===== src/rtl/tlb_maint_ctrl_if.sv =====
// Command/response channel between the execute/CSR stage (master) and tlb_maint_ctrl (slave).
interface tlb_maint_ctrl_if #(
  parameter int IDXW    = 5,
  parameter int ENTRY_W = 89
);
  logic               cmd_valid;
  logic               cmd_ready;
  logic [2:0]         cmd_op;
  logic [IDXW-1:0]    cmd_index;
  logic [ENTRY_W-1:0] cmd_entry;
  logic [4:0]         cmd_inv_op;
  logic [9:0]         cmd_asid;
  logic [18:0]        cmd_vppn;
  logic               rsp_valid;
  logic               rsp_found;
  logic [IDXW-1:0]    rsp_index;
  logic [ENTRY_W-1:0] rsp_entry;
  logic               busy;

  modport master (
    output cmd_valid, cmd_op, cmd_index, cmd_entry, cmd_inv_op, cmd_asid, cmd_vppn,
    input  cmd_ready, rsp_valid, rsp_found, rsp_index, rsp_entry, busy
  );

  modport slave (
    input  cmd_valid, cmd_op, cmd_index, cmd_entry, cmd_inv_op, cmd_asid, cmd_vppn,
    output cmd_ready, rsp_valid, rsp_found, rsp_index, rsp_entry, busy
  );
endinterface


===== src/rtl/tlb_maint_ctrl.sv =====
// Sequences one TLB maintenance command (search/read/write/fill/invalidate) at a time into the
// TLB storage ports and returns a one-cycle response pulse; owns the fill LFSR and sweep counter.
module tlb_maint_ctrl #(
  parameter int         TLBNUM    = 32,
  parameter int         NSET      = 8,
  parameter int         ENTRY_W   = 89,
  parameter logic [7:0] LFSR_SEED = 8'hA5
) (
  input  logic                      clk,
  input  logic                      rst_n,
  tlb_maint_ctrl_if.slave           cmd_if,
  output logic                      tlb_we,
  output logic [$clog2(TLBNUM)-1:0] tlb_w_index,
  output logic [ENTRY_W-1:0]        tlb_wdata,
  output logic [$clog2(TLBNUM)-1:0] tlb_r_index,
  input  logic [ENTRY_W-1:0]        tlb_rdata,
  output logic                      tlb_s_fetch,
  output logic [18:0]               tlb_s_vppn,
  output logic [9:0]                tlb_s_asid,
  output logic                      tlb_s_odd_page,
  input  logic                      tlb_s_found,
  input  logic [$clog2(TLBNUM)-1:0] tlb_s_index,
  output logic                      tlb_inv_en,
  output logic [4:0]                tlb_inv_op,
  output logic [9:0]                tlb_inv_asid,
  output logic [18:0]               tlb_inv_vpn
);
  localparam int IDXW = $clog2(TLBNUM);
  localparam int CNTW = (NSET > 1) ? $clog2(NSET) : 1;
  localparam logic [CNTW-1:0] CNT_LAST = CNTW'(NSET - 1);

  localparam logic [2:0] OP_SRCH = 3'd0;
  localparam logic [2:0] OP_RD   = 3'd1;
  localparam logic [2:0] OP_WR   = 3'd2;
  localparam logic [2:0] OP_FILL = 3'd3;
  localparam logic [2:0] OP_INV  = 3'd4;

  typedef enum logic [2:0] {
    ST_IDLE  = 3'd0,
    ST_EXEC  = 3'd1,
    ST_SWAIT = 3'd2,
    ST_INV   = 3'd3,
    ST_RESP  = 3'd4
  } state_t;

  // x^8+x^6+x^5+x^4+1; a non-zero seed never reaches the all-zero lock-up state
  function automatic logic [7:0] lfsr_next(input logic [7:0] v);
    return {v[6:0], v[7] ^ v[5] ^ v[4] ^ v[3]};
  endfunction

  state_t state_r, state_nx_s;
  logic [7:0]      lfsr_r;
  logic [2:0]      op_r;
  logic [IDXW-1:0] index_r;
  logic [CNTW-1:0] cnt_r;
  logic accept_s, op_go_s, sweep_s;

  logic cmd_ready_r, busy_r, rsp_valid_r, rsp_found_r;
  logic [IDXW-1:0] rsp_index_r;
  logic [ENTRY_W-1:0] rsp_entry_r;
  logic rsp_found_nx_s;
  logic [IDXW-1:0] rsp_index_nx_s;
  logic [ENTRY_W-1:0] rsp_entry_nx_s;

  logic we_r, we_nx_s, fetch_r, fetch_nx_s, inv_en_r, inv_en_nx_s;
  logic [IDXW-1:0] w_index_r, w_index_nx_s, r_index_r, r_index_nx_s;
  logic [ENTRY_W-1:0] wdata_r, wdata_nx_s;
  logic [18:0] s_vppn_r, s_vppn_nx_s, inv_vpn_r, inv_vpn_nx_s;
  logic [9:0]  s_asid_r, s_asid_nx_s, inv_asid_r, inv_asid_nx_s;
  logic [4:0]  inv_op_r, inv_op_nx_s;

  // Next state; out-of-range ops and INVTLB ops above 6 complete without touching the TLB
  always_comb begin
    accept_s   = cmd_if.cmd_valid && (state_r == ST_IDLE);
    op_go_s    = (cmd_if.cmd_op <= OP_FILL) ||
                 ((cmd_if.cmd_op == OP_INV) && (cmd_if.cmd_inv_op <= 5'd6));
    sweep_s    = ((state_r == ST_EXEC) || (state_r == ST_INV)) && (op_r == OP_INV);
    state_nx_s = state_r;
    case (state_r)
      ST_IDLE: begin
        if (accept_s) state_nx_s = op_go_s ? ST_EXEC : ST_RESP;
        else          state_nx_s = ST_IDLE;
      end
      ST_EXEC: begin
        if (op_r == OP_SRCH)     state_nx_s = ST_SWAIT;
        else if (op_r == OP_INV) state_nx_s = (cnt_r == CNT_LAST) ? ST_RESP : ST_INV;
        else                     state_nx_s = ST_RESP;
      end
      ST_SWAIT: state_nx_s = ST_RESP;
      ST_INV:   state_nx_s = (cnt_r == CNT_LAST) ? ST_RESP : ST_INV;
      ST_RESP:  state_nx_s = ST_IDLE;
      default:  state_nx_s = ST_IDLE;
    endcase
  end

  // TLB port strobes for the next cycle, launched from the accept edge
  always_comb begin
    we_nx_s       = 1'b0;
    w_index_nx_s  = '0;
    wdata_nx_s    = '0;
    r_index_nx_s  = '0;
    fetch_nx_s    = 1'b0;
    s_vppn_nx_s   = '0;
    s_asid_nx_s   = '0;
    inv_en_nx_s   = 1'b0;
    inv_op_nx_s   = '0;
    inv_asid_nx_s = '0;
    inv_vpn_nx_s  = '0;
    if (accept_s && op_go_s) begin
      case (cmd_if.cmd_op)
        OP_SRCH: begin
          fetch_nx_s  = 1'b1;
          s_vppn_nx_s = cmd_if.cmd_vppn;
          s_asid_nx_s = cmd_if.cmd_asid;
        end
        OP_RD: r_index_nx_s = cmd_if.cmd_index;
        OP_WR, OP_FILL: begin
          we_nx_s      = 1'b1;
          w_index_nx_s = (cmd_if.cmd_op == OP_FILL) ? lfsr_r[IDXW-1:0] : cmd_if.cmd_index;
          wdata_nx_s   = cmd_if.cmd_entry;
        end
        OP_INV: begin
          inv_en_nx_s   = 1'b1;
          inv_op_nx_s   = cmd_if.cmd_inv_op;
          inv_asid_nx_s = cmd_if.cmd_asid;
          inv_vpn_nx_s  = cmd_if.cmd_vppn;
        end
        default: inv_en_nx_s = 1'b0;
      endcase
    end else if (state_nx_s == ST_INV) begin
      inv_en_nx_s   = 1'b1;
      inv_op_nx_s   = inv_op_r;
      inv_asid_nx_s = inv_asid_r;
      inv_vpn_nx_s  = inv_vpn_r;
    end else begin
      inv_en_nx_s = 1'b0;
    end
  end

  // Response fields change only on entry to RESP and hold until the next one
  always_comb begin
    rsp_found_nx_s = rsp_found_r;
    rsp_index_nx_s = rsp_index_r;
    rsp_entry_nx_s = rsp_entry_r;
    if (state_nx_s == ST_RESP) begin
      rsp_found_nx_s = 1'b0;
      rsp_index_nx_s = '0;
      rsp_entry_nx_s = '0;
      case (state_r)
        ST_SWAIT: begin
          rsp_found_nx_s = tlb_s_found;
          rsp_index_nx_s = tlb_s_index;
        end
        ST_EXEC: begin
          rsp_index_nx_s = (op_r == OP_INV) ? '0 : index_r;
          rsp_entry_nx_s = (op_r == OP_RD) ? tlb_rdata : '0;
        end
        default: rsp_found_nx_s = 1'b0;
      endcase
    end else begin
      rsp_found_nx_s = rsp_found_r;
    end
  end

  // State, command capture, sweep counter, LFSR and all registered outputs
  always_ff @(posedge clk) begin
    if (!rst_n) begin
      state_r     <= ST_IDLE;
      lfsr_r      <= LFSR_SEED;
      op_r        <= 3'd0;
      index_r     <= '0;
      cnt_r       <= '0;
      cmd_ready_r <= 1'b1;
      busy_r      <= 1'b0;
      rsp_valid_r <= 1'b0;
      rsp_found_r <= 1'b0;
      rsp_index_r <= '0;
      rsp_entry_r <= '0;
      we_r        <= 1'b0;
      w_index_r   <= '0;
      wdata_r     <= '0;
      r_index_r   <= '0;
      fetch_r     <= 1'b0;
      s_vppn_r    <= '0;
      s_asid_r    <= '0;
      inv_en_r    <= 1'b0;
      inv_op_r    <= '0;
      inv_asid_r  <= '0;
      inv_vpn_r   <= '0;
    end else begin
      state_r <= state_nx_s;
      lfsr_r  <= lfsr_next(lfsr_r);
      if (accept_s) begin
        op_r    <= cmd_if.cmd_op;
        index_r <= (cmd_if.cmd_op == OP_FILL) ? lfsr_r[IDXW-1:0] : cmd_if.cmd_index;
      end
      cnt_r       <= sweep_s ? (cnt_r + CNTW'(1'b1)) : '0;
      cmd_ready_r <= (state_nx_s == ST_IDLE);
      busy_r      <= (state_nx_s != ST_IDLE);
      rsp_valid_r <= (state_nx_s == ST_RESP);
      rsp_found_r <= rsp_found_nx_s;
      rsp_index_r <= rsp_index_nx_s;
      rsp_entry_r <= rsp_entry_nx_s;
      we_r        <= we_nx_s;
      w_index_r   <= w_index_nx_s;
      wdata_r     <= wdata_nx_s;
      r_index_r   <= r_index_nx_s;
      fetch_r     <= fetch_nx_s;
      s_vppn_r    <= s_vppn_nx_s;
      s_asid_r    <= s_asid_nx_s;
      inv_en_r    <= inv_en_nx_s;
      inv_op_r    <= inv_op_nx_s;
      inv_asid_r  <= inv_asid_nx_s;
      inv_vpn_r   <= inv_vpn_nx_s;
    end
  end

  assign cmd_if.cmd_ready = cmd_ready_r;
  assign cmd_if.busy      = busy_r;
  assign cmd_if.rsp_valid = rsp_valid_r;
  assign cmd_if.rsp_found = rsp_found_r;
  assign cmd_if.rsp_index = rsp_index_r;
  assign cmd_if.rsp_entry = rsp_entry_r;
  assign tlb_we           = we_r;
  assign tlb_w_index      = w_index_r;
  assign tlb_wdata        = wdata_r;
  assign tlb_r_index      = r_index_r;
  assign tlb_s_fetch      = fetch_r;
  assign tlb_s_vppn       = s_vppn_r;
  assign tlb_s_asid       = s_asid_r;
  assign tlb_s_odd_page   = 1'b0;
  assign tlb_inv_en       = inv_en_r;
  assign tlb_inv_op       = inv_op_r;
  assign tlb_inv_asid     = inv_asid_r;
  assign tlb_inv_vpn      = inv_vpn_r;
endmodule

===== src/flat_wrapper.sv =====
// flat-port wrapper written by rule: the top's interface ports become plain ports
module tlb_maint_ctrl_flat 
#(
  parameter int         TLBNUM    = 32,
  parameter int         NSET      = 8,
  parameter int         ENTRY_W   = 89,
  parameter logic [7:0] LFSR_SEED = 8'hA5
)
  (clk, rst_n, tlb_we, tlb_w_index, tlb_wdata, tlb_r_index, tlb_rdata, tlb_s_fetch, tlb_s_vppn, tlb_s_asid, tlb_s_odd_page, tlb_s_found, tlb_s_index, tlb_inv_en, tlb_inv_op, tlb_inv_asid, tlb_inv_vpn, cmd_if_cmd_valid, cmd_if_cmd_op, cmd_if_cmd_index, cmd_if_cmd_entry, cmd_if_cmd_inv_op, cmd_if_cmd_asid, cmd_if_cmd_vppn, cmd_if_cmd_ready, cmd_if_rsp_valid, cmd_if_rsp_found, cmd_if_rsp_index, cmd_if_rsp_entry, cmd_if_busy);
  tlb_maint_ctrl_if #(.ENTRY_W(ENTRY_W)) cmd_if_i ();
  input  logic clk;
  input  logic rst_n;
  output logic tlb_we;
  output logic [$clog2(TLBNUM)-1:0] tlb_w_index;
  output logic [ENTRY_W-1:0] tlb_wdata;
  output logic [$clog2(TLBNUM)-1:0] tlb_r_index;
  input  logic [ENTRY_W-1:0] tlb_rdata;
  output logic tlb_s_fetch;
  output logic [18:0] tlb_s_vppn;
  output logic [9:0] tlb_s_asid;
  output logic tlb_s_odd_page;
  input  logic tlb_s_found;
  input  logic [$clog2(TLBNUM)-1:0] tlb_s_index;
  output logic tlb_inv_en;
  output logic [4:0] tlb_inv_op;
  output logic [9:0] tlb_inv_asid;
  output logic [18:0] tlb_inv_vpn;
  input wire logic [$bits(cmd_if_i.cmd_valid)-1:0] cmd_if_cmd_valid;
  input wire logic [$bits(cmd_if_i.cmd_op)-1:0] cmd_if_cmd_op;
  input wire logic [$bits(cmd_if_i.cmd_index)-1:0] cmd_if_cmd_index;
  input wire logic [$bits(cmd_if_i.cmd_entry)-1:0] cmd_if_cmd_entry;
  input wire logic [$bits(cmd_if_i.cmd_inv_op)-1:0] cmd_if_cmd_inv_op;
  input wire logic [$bits(cmd_if_i.cmd_asid)-1:0] cmd_if_cmd_asid;
  input wire logic [$bits(cmd_if_i.cmd_vppn)-1:0] cmd_if_cmd_vppn;
  output wire logic [$bits(cmd_if_i.cmd_ready)-1:0] cmd_if_cmd_ready;
  output wire logic [$bits(cmd_if_i.rsp_valid)-1:0] cmd_if_rsp_valid;
  output wire logic [$bits(cmd_if_i.rsp_found)-1:0] cmd_if_rsp_found;
  output wire logic [$bits(cmd_if_i.rsp_index)-1:0] cmd_if_rsp_index;
  output wire logic [$bits(cmd_if_i.rsp_entry)-1:0] cmd_if_rsp_entry;
  output wire logic [$bits(cmd_if_i.busy)-1:0] cmd_if_busy;
  assign cmd_if_i.cmd_valid = cmd_if_cmd_valid;
  assign cmd_if_i.cmd_op = cmd_if_cmd_op;
  assign cmd_if_i.cmd_index = cmd_if_cmd_index;
  assign cmd_if_i.cmd_entry = cmd_if_cmd_entry;
  assign cmd_if_i.cmd_inv_op = cmd_if_cmd_inv_op;
  assign cmd_if_i.cmd_asid = cmd_if_cmd_asid;
  assign cmd_if_i.cmd_vppn = cmd_if_cmd_vppn;
  assign cmd_if_cmd_ready = cmd_if_i.cmd_ready;
  assign cmd_if_rsp_valid = cmd_if_i.rsp_valid;
  assign cmd_if_rsp_found = cmd_if_i.rsp_found;
  assign cmd_if_rsp_index = cmd_if_i.rsp_index;
  assign cmd_if_rsp_entry = cmd_if_i.rsp_entry;
  assign cmd_if_busy = cmd_if_i.busy;
  tlb_maint_ctrl #(.TLBNUM(TLBNUM), .NSET(NSET), .ENTRY_W(ENTRY_W), .LFSR_SEED(LFSR_SEED)) u_core (.clk(clk), .rst_n(rst_n), .cmd_if(cmd_if_i), .tlb_we(tlb_we), .tlb_w_index(tlb_w_index), .tlb_wdata(tlb_wdata), .tlb_r_index(tlb_r_index), .tlb_rdata(tlb_rdata), .tlb_s_fetch(tlb_s_fetch), .tlb_s_vppn(tlb_s_vppn), .tlb_s_asid(tlb_s_asid), .tlb_s_odd_page(tlb_s_odd_page), .tlb_s_found(tlb_s_found), .tlb_s_index(tlb_s_index), .tlb_inv_en(tlb_inv_en), .tlb_inv_op(tlb_inv_op), .tlb_inv_asid(tlb_inv_asid), .tlb_inv_vpn(tlb_inv_vpn));
endmodule

===== config.mk =====
export PLATFORM = sky130hd
export DESIGN_NAME = tlb_maint_ctrl_flat
export DESIGN_NICKNAME = d
export VERILOG_FILES = /design/src/rtl/tlb_maint_ctrl_if.sv /design/src/rtl/tlb_maint_ctrl.sv /design/src/flat_wrapper.sv
export SDC_FILE = /design/constraint.sdc
export NUM_CORES = 1
export LEC_CHECK = 0
export CAP_MARGIN = 30
export CORE_AREA = 2 2 192 194
export CTS_CLUSTER_SIZE = 16
export DETAILED_ROUTE_END_ITERATION = 8
export DIE_AREA = 0 0 194 196
export SKIP_LAST_GASP = 1
export SYNTH_ARGS = -nofsm -noshare
export SYNTH_HDL_FRONTEND = slang
export SYNTH_SLANG_ARGS = --single-unit

===== constraint.sdc =====
create_clock -name clk -period 4.72 [get_ports clk]
set_input_delay 0.708 -clock clk [delete_from_list [all_inputs] [get_ports clk]]
set_output_delay 0.708 -clock clk [all_outputs]
set_load 0.01 [all_outputs]

==> summary.txt, run 1 <==
worst skew pair latency -> 0.53 ns
CTS Buf Count -> 34
IR drop worst, VDD -> 0.000305 V
Max Transition Viols Final -> 0
Worst Max-Slew Pin Slew -> 0.785 ns
period utilization -> 57.5%
# Max-Cap Violations -> 0
required time of the worst setup path -> 5.18 ns
critical path type -> primary input to flip-flop
hold_buf cts -> 0
largest net degree at the start of global routing -> 90
DRT iter0 DRCs -> 171
FMAX -> 0.369 GHz
met3 WL -> 2770 microns
vias per cell -> 4.20
Synth Cell Area -> 8510 sq um
Hold WC Path Type -> flip-flop to flip-flop
synthesis-stage register bit count -> 285
first-pass GRT wire length -> 42200 microns
initial antenna violation count -> 0
Final #Nets -> 1411
power density cells -> 358 nW/um^2
input/output buffers -> 491
unrepaired setup endpoints after global routing -> false
syn_nets -> 919
Synth area leader -> dfxtp_1
number of library cell types mapped by synthesis -> 39
vias in the first global route -> 7173
Post-Route WL -> 27800 microns
Clock transition at path regs -> 0.05 ns
Core Region -> 36100 sq um
status -> finished, final reports clean
top cells by area, synth -> dfxtp_1 67%, a22o_1 12%, and2_1 9.9%
DRT Pass-1 Iters -> 4
total power -> 5.39 mW
gpl congestion -> 0.754
fin crit period -> 2.71 ns
EDFF count, synth -> 0
post-cts gate resize count -> 0
met2 routed WL -> 13500 microns
synth-to-layout area growth -> 76.6%
routed length on met1 -> 10800 microns
Post CTS Setup Buffer Count -> 0
# clock sinks -> 285
Fin. Hold Viols -> 0
CP arrival -> 3.18 ns
Worst Path Max Fanout -> 48
post-synthesis sequential area ratio -> 67.0%
Core Rows -> 70
Die Y -> 196 microns
Post-DP HPWL -> 20600 microns
Warnings, synthesis -> 0
routed len/inst -> 16.6 microns
Root Buffer -> clkbuf_16
ys async rst share -> 0%
max layer used -> met4
total I/O pin count -> 493
DRC -> 0
startpoint types -> primary input
cell count after synthesis -> 688
clock skew -> 0.0151 ns
Initial Utilization -> 23.6%
Slew Limit Headroom -> 47.5%
layout cells sized above 1 -> 5.65%
total track usage -> 14.2%
TNS Setup -> 0 ns
full die area -> 38000 sq um
die span in x -> 194 microns
Crit. End Element -> flip-flop
htree depth -> 2
grt ovf -> 0
number of routed nets with antenna violations -> 0
CTS max path bufs -> 3
CTS tree -> done
Vias -> 7025
Synth Area per Inst -> 12.4 sq um
final number of setup-violating endpoints -> 0
top cell type's share of synthesized area -> 67.0%
Main synth FF type -> dfxtp_1
Static Leak -> 5.83 nW
## cells in the mapped netlist (all sizes together), types with 9 or more instances
master and number:
and2 135, clkbuf 35, buf 12, o211a 10
o21ai 10, a22o 121, dfxtp 285, nand2 15
nor2 9
## cell type report
type	count	area [sq um]
diodes	2	5.00
clock buffers	53	972
clock inverters	7	106
fillers	3449	21100
inverters	4	15.0
multi-input cells	352	2590
flip-flops and latches	285	5710
well taps	468	586
repair buffers	503	5050
## critical path, cell delays in order
cell	delay, ns
clkdlybuf4s50_1	0.51
nor4_1	0.59
a211oi_4	0.20
nor3b_2	0.65
buf_12	0.31
a22o_1	0.18
## power by group
part           switching, mW  internal, mW
clock network          0.982          1.53
logic                  0.138         0.264
registers             0.0222          2.45
## cells in the final DEF, fill, tap and decap left out, types with 2 or more instances in the layout
master / n
o211a_1: 10
clkbuf_16: 34
nor3b_1: 4
nor2_1: 8
diode_2: 2
nand3_1: 4
buf_4: 8
clkdlybuf4s50_1: 491
a21boi_0: 5
mux2i_1: 5
clkbuf_8: 5
clkbuf_1: 14
inv_1: 3
a22o_1: 121
o21ai_0: 10
inv_6: 2
nand2_1: 15
a32oi_1: 5
and2_1: 134
dfxtp_1: 285
xor2_1: 2
nand2b_1: 4
bufinv_16: 2
ha_1: 2
buf_12: 4
## registers in the layout, indices dropped and copies added (netlist names), 3 cells and up
| register | flops |
|---|---|
| u_core.tlb_w_index | 5 |
| u_core.lfsr_r | 8 |
| u_core.tlb_s_vppn | 19 |
| u_core.cnt_r | 3 |
| u_core.tlb_s_asid | 10 |
| u_core.tlb_r_index | 5 |
| u_core.index_r | 5 |
| u_core.tlb_wdata | 89 |
| u_core.tlb_inv_vpn | 19 |
| u_core.op_r | 3 |
| u_core.cmd_if.rsp_entry | 89 |
| u_core.cmd_if.rsp_index | 5 |
| u_core.tlb_inv_asid | 10 |
| u_core.tlb_inv_op | 5 |
| u_core.state_r | 3 |
## per-layer routing
layer | up-vias | GRT usage (%)
met4 | 0 | 5.67
met1 | 3274 | 15.6
met5 | - | 0
li1 | 3386 | -
met2 | 321 | 24.3
met3 | 44 | 6.10
## metrics by stage
stage               setup WS, ns  cells  hold slack, ns  area, sq um  util [%]
CTS                         1.92   1672           0.434        15000      41.6
detailed placement          1.38   1612           0.403        13900      38.7
floorplan                   2.48    688           0.386         8510         -
global route                1.77   1672           0.445        15000      41.6
global placement            1.36   1611           0.392        13900      38.6
finish                      2.01   1674           0.429        15000      41.7
## kinds of logic after synthesis
kind of cell	after synthesis	synth area share, %
AOI/OAI and AO/OA	157	15.9
xor gates and xnor gates	3	0.309
adders and majority gates	2	0.294
buffers and inverters	51	2.75
DFF	285	67.0
muxes	5	0.588
other	1	0.0440
and+or+nand+nor	184	13.1
## final timing paths
kind / start / endpoint / slack (ns) / cells after the start
max reg2reg: u_core.cnt_r[0] / u_core.cmd_if.rsp_entry[5] / 2.20 / 7
max: cmd_if_cmd_op[1] / u_core.cmd_if.rsp_entry[5] / 2.01 / 6
min reg2reg: u_core.lfsr_r[6] / u_core.lfsr_r[7] / 0.43 / 1
min: u_core.lfsr_r[6] / u_core.lfsr_r[7] / 0.43 / 1
(Power assumes the default switching activity.)
==> inputs of run 2 (changes only) <==
--- a/config.mk
+++ b/config.mk
@@ -6,10 +6,10 @@
 export NUM_CORES = 1
 export LEC_CHECK = 0
 export CAP_MARGIN = 30
-export CORE_AREA = 2 2 192 194
+export CORE_AREA = 2 2 193 195
 export CTS_CLUSTER_SIZE = 16
 export DETAILED_ROUTE_END_ITERATION = 8
-export DIE_AREA = 0 0 194 196
+export DIE_AREA = 0 0 195 197
 export SKIP_LAST_GASP = 1
 export SYNTH_ARGS = -nofsm -noshare
 export SYNTH_HDL_FRONTEND = slang
==> constraint.sdc (replaced) <==
create_clock -name clk -period 2.61 [get_ports clk]
set_input_delay 0.3915 -clock clk [delete_from_list [all_inputs] [get_ports clk]]
set_output_delay 0.3915 -clock clk [all_outputs]
set_load 0.01 [all_outputs]
==> summary.txt, run 2 (same netlist as run 1, synthesis figures left out) <==
status -> finished, final reports clean (unchanged)
CTS max path bufs -> 3 (unchanged)
Post-Route WL -> 28300 microns (was 27800 microns)
gpl congestion -> 0.742 (was 0.754)
grt ovf -> 0 (unchanged)
full die area -> 38400 sq um (was 38000 sq um)
CP max stage delay -> 0.36 ns (was 0.65 ns)
DRT iter0 DRCs -> 252 (was 171)
Crit path top cell by count -> ha_1
placed cell area -> 14000 sq um (was 13900 sq um)
IR drop worst, VDD -> 0.000482 V (was 0.000305 V)
required time of the worst setup path -> 3.11 ns (was 5.18 ns)
Final #Nets -> 1414 (was 1411)
Initial Utilization -> 23.5% (was 23.6%)
synth-to-layout area growth -> 76.3% (was 76.6%)
Clock transition at path regs -> 0.06 ns (was 0.05 ns)
Filler cells -> 3445 (was 3449)
Post-DP HPWL -> 21000 microns (was 20600 microns)
number of routed nets with antenna violations -> 0 (unchanged)
routed len/inst -> 17.0 microns (was 16.6 microns)
startpoint types -> flip-flop (was primary input)
cells along the critical path -> ha_1 > ha_1 > a211o_1 > a32o_1 > nor3b_2 > buf_12 > a22o_1 (was clkdlybuf4s50_1 > nor4_1 > a211oi_4 > nor3b_2 > buf_12 > a22o_1)
vias in the first global route -> 7203 (was 7173)
Root Buffer -> clkbuf_16 (unchanged)
TNS Setup -> 0 ns (unchanged)
Worst Path Max Fanout -> 89 (was 48)
input/output buffers -> 491 (unchanged)
layout cells sized above 1 -> 5.92% (was 5.65%)
Worst Max-Slew Pin Slew -> 0.709 ns (was 0.785 ns)
Slew Limit Headroom -> 52.6% (was 47.5%)
unrepaired setup endpoints after global routing -> false (unchanged)
Worst R2R End -> u_core.cmd_if.rsp_entry[19] (was u_core.cmd_if.rsp_entry[5])
Die Y -> 197 microns (was 196 microns)
vias per cell -> 4.22 (was 4.20)
Final Cell Area -> 15000 sq um (about the same)
critical path type -> flip-flop to flip-flop (was primary input to flip-flop)
post-route insts no fill -> 1667 (was 1674)
post-cts gate resize count -> 0 (unchanged)
total track usage -> 14.0% (was 14.2%)
Max Transition Viols Final -> 0 (unchanged)
hold_buf cts -> 0 (unchanged)
Post CTS Setup Buffer Count -> 0 (unchanged)
fin crit period -> 2.29 ns
CTS tree -> done (unchanged)
# Max-Cap Violations -> 0 (unchanged)
Crit. End Element -> flip-flop (unchanged)
# clock sinks -> 285 (unchanged)
CTS Buf Count -> 31 (was 34)
total I/O pin count -> 493 (unchanged)
Ant. Diodes -> 0 (was 2)
initial antenna violation count -> 0 (unchanged)
CP arrival -> 2.80 ns (was 3.18 ns)
commonest non-fill, non-tap cells in the layout -> 491 x clkdlybuf4s50_1, 285 x dfxtp_1, 134 x and2_1 (unchanged)
Fin. Hold Viols -> 0 (unchanged)
Core Region -> 36300 sq um (was 36100 sq um)
htree depth -> 1 (was 2)
Hold WC Path Type -> primary input to flip-flop (was flip-flop to flip-flop)
CP Launch Point -> u_core.cnt_r[0] (was cmd_if_cmd_op[1])
die span in x -> 195 microns (was 194 microns)
DRC -> 0 (unchanged)
final number of setup-violating endpoints -> 0 (unchanged)
slowest CP cell -> buf_12 (was nor3b_2)
first-pass GRT wire length -> 42000 microns (was 42200 microns)
DRT Pass-1 Iters -> 4 (unchanged)
Vias -> 7041 (was 7025)
commonest non-fill, non-tap cell in the layout -> clkdlybuf4s50_1 (unchanged)
Hold WS -> 0.381 ns (was 0.429 ns)
worst reg2reg path depth -> 7 (unchanged)
reg2reg start -> u_core.cnt_r[0] (unchanged)
# placed instances -> 1618 (was 1612)
largest net degree at the start of global routing -> 90 (unchanged)
worst setup path end -> u_core.cmd_if.rsp_entry[19] (was u_core.cmd_if.rsp_entry[5])
power density cells -> 629 nW/um^2 (was 358 nW/um^2)
total power -> 9.44 mW (was 5.39 mW)
FMAX -> 0.436 GHz
Core Rows -> 70 (unchanged)
period utilization -> 87.9%
worst skew pair latency -> 0.57 ns (was 0.53 ns)
clock skew -> 0.0155 ns (was 0.0151 ns)
r2r setup slk -> 0.32 ns (was 2.20 ns)
Static Leak -> 5.83 nW (about the same)
run 2: changes by cell type in the layout (fill, tap and decap cells not counted), sizes merged:
cell | before | now
buf | 12 | 18
clkbuf | 53 | 44
clkinv | 2 | 1
diode | 2 | 0
inv | 6 | 5
run 2: area by class of cell:
| class | instances | area [sq um] | area share (%) |
|---|---|---|---|
| flip-flops and latches | 285 | 5710 | 38.0 |
| repair buffers | 509 | 5140 | 34.2 |
| multi-input cells | 352 | 2590 | 17.2 |
| clock buffers | 44 | 895 | 5.96 |
| well taps | 468 | 586 | 3.90 |
| inverters | 4 | 15.0 | 0.100 |
| clock inverters | 5 | 81.3 | 0.542 |
run 2: through the flow:
stage | util (%) | setup WS [ns]
2_1_floorplan | - | 0.525
3_3_place_gp | 38.7 | 0.231
3_5_place_dp | 38.7 | 0.199
4_1_cts | 41.4 | 0.281
5_1_grt | 41.4 | 0.174
6_report | 41.4 | 0.316
run 2: worst min path at each step:
stage	from	endpoint	slack (ns)	depth (start not counted)
floorplan	u_core.lfsr_r[6]	u_core.lfsr_r[7]	0.39	1
global placement	u_core.lfsr_r[6]	u_core.lfsr_r[7]	0.39	1
detailed placement	u_core.lfsr_r[6]	u_core.lfsr_r[7]	0.40	1
CTS	cmd_if_cmd_entry[46]	u_core.tlb_wdata[46]	0.34	2
global route	cmd_if_cmd_entry[50]	u_core.tlb_wdata[50]	0.36	2
finish	cmd_if_cmd_entry[46]	u_core.tlb_wdata[46]	0.38	2
run 2: per-layer routing:
metal | global-route usage (%) | share of wire (%)
met4 | 4.13 | 2.9
met3 | 6.67 | 12
met5 | 0 | 0
met1 | 15.1 | 38
met2 | 24.2 | 47
run 2: worst max-delay path: cells and delay by family (launching register included):
| kind | cells | cell delay (ns) |
|---|---|---|
| buffers and inverters | 1 | 0.36 |
| adders and majority gates | 2 | 0.40 |
| DFF | 1 | 0.31 |
| AOI/OAI and AO/OA | 3 | 0.80 |
| and+or+nand+nor | 1 | 0.26 |
run 2: where the power goes:
group	total, mW	internal [mW]	leakage, nW	switching [mW]
sequential	4.47	4.43	2.31	0.0408
clock	4.24	2.54	0.476	1.71
combinational	0.723	0.474	3.05	0.249
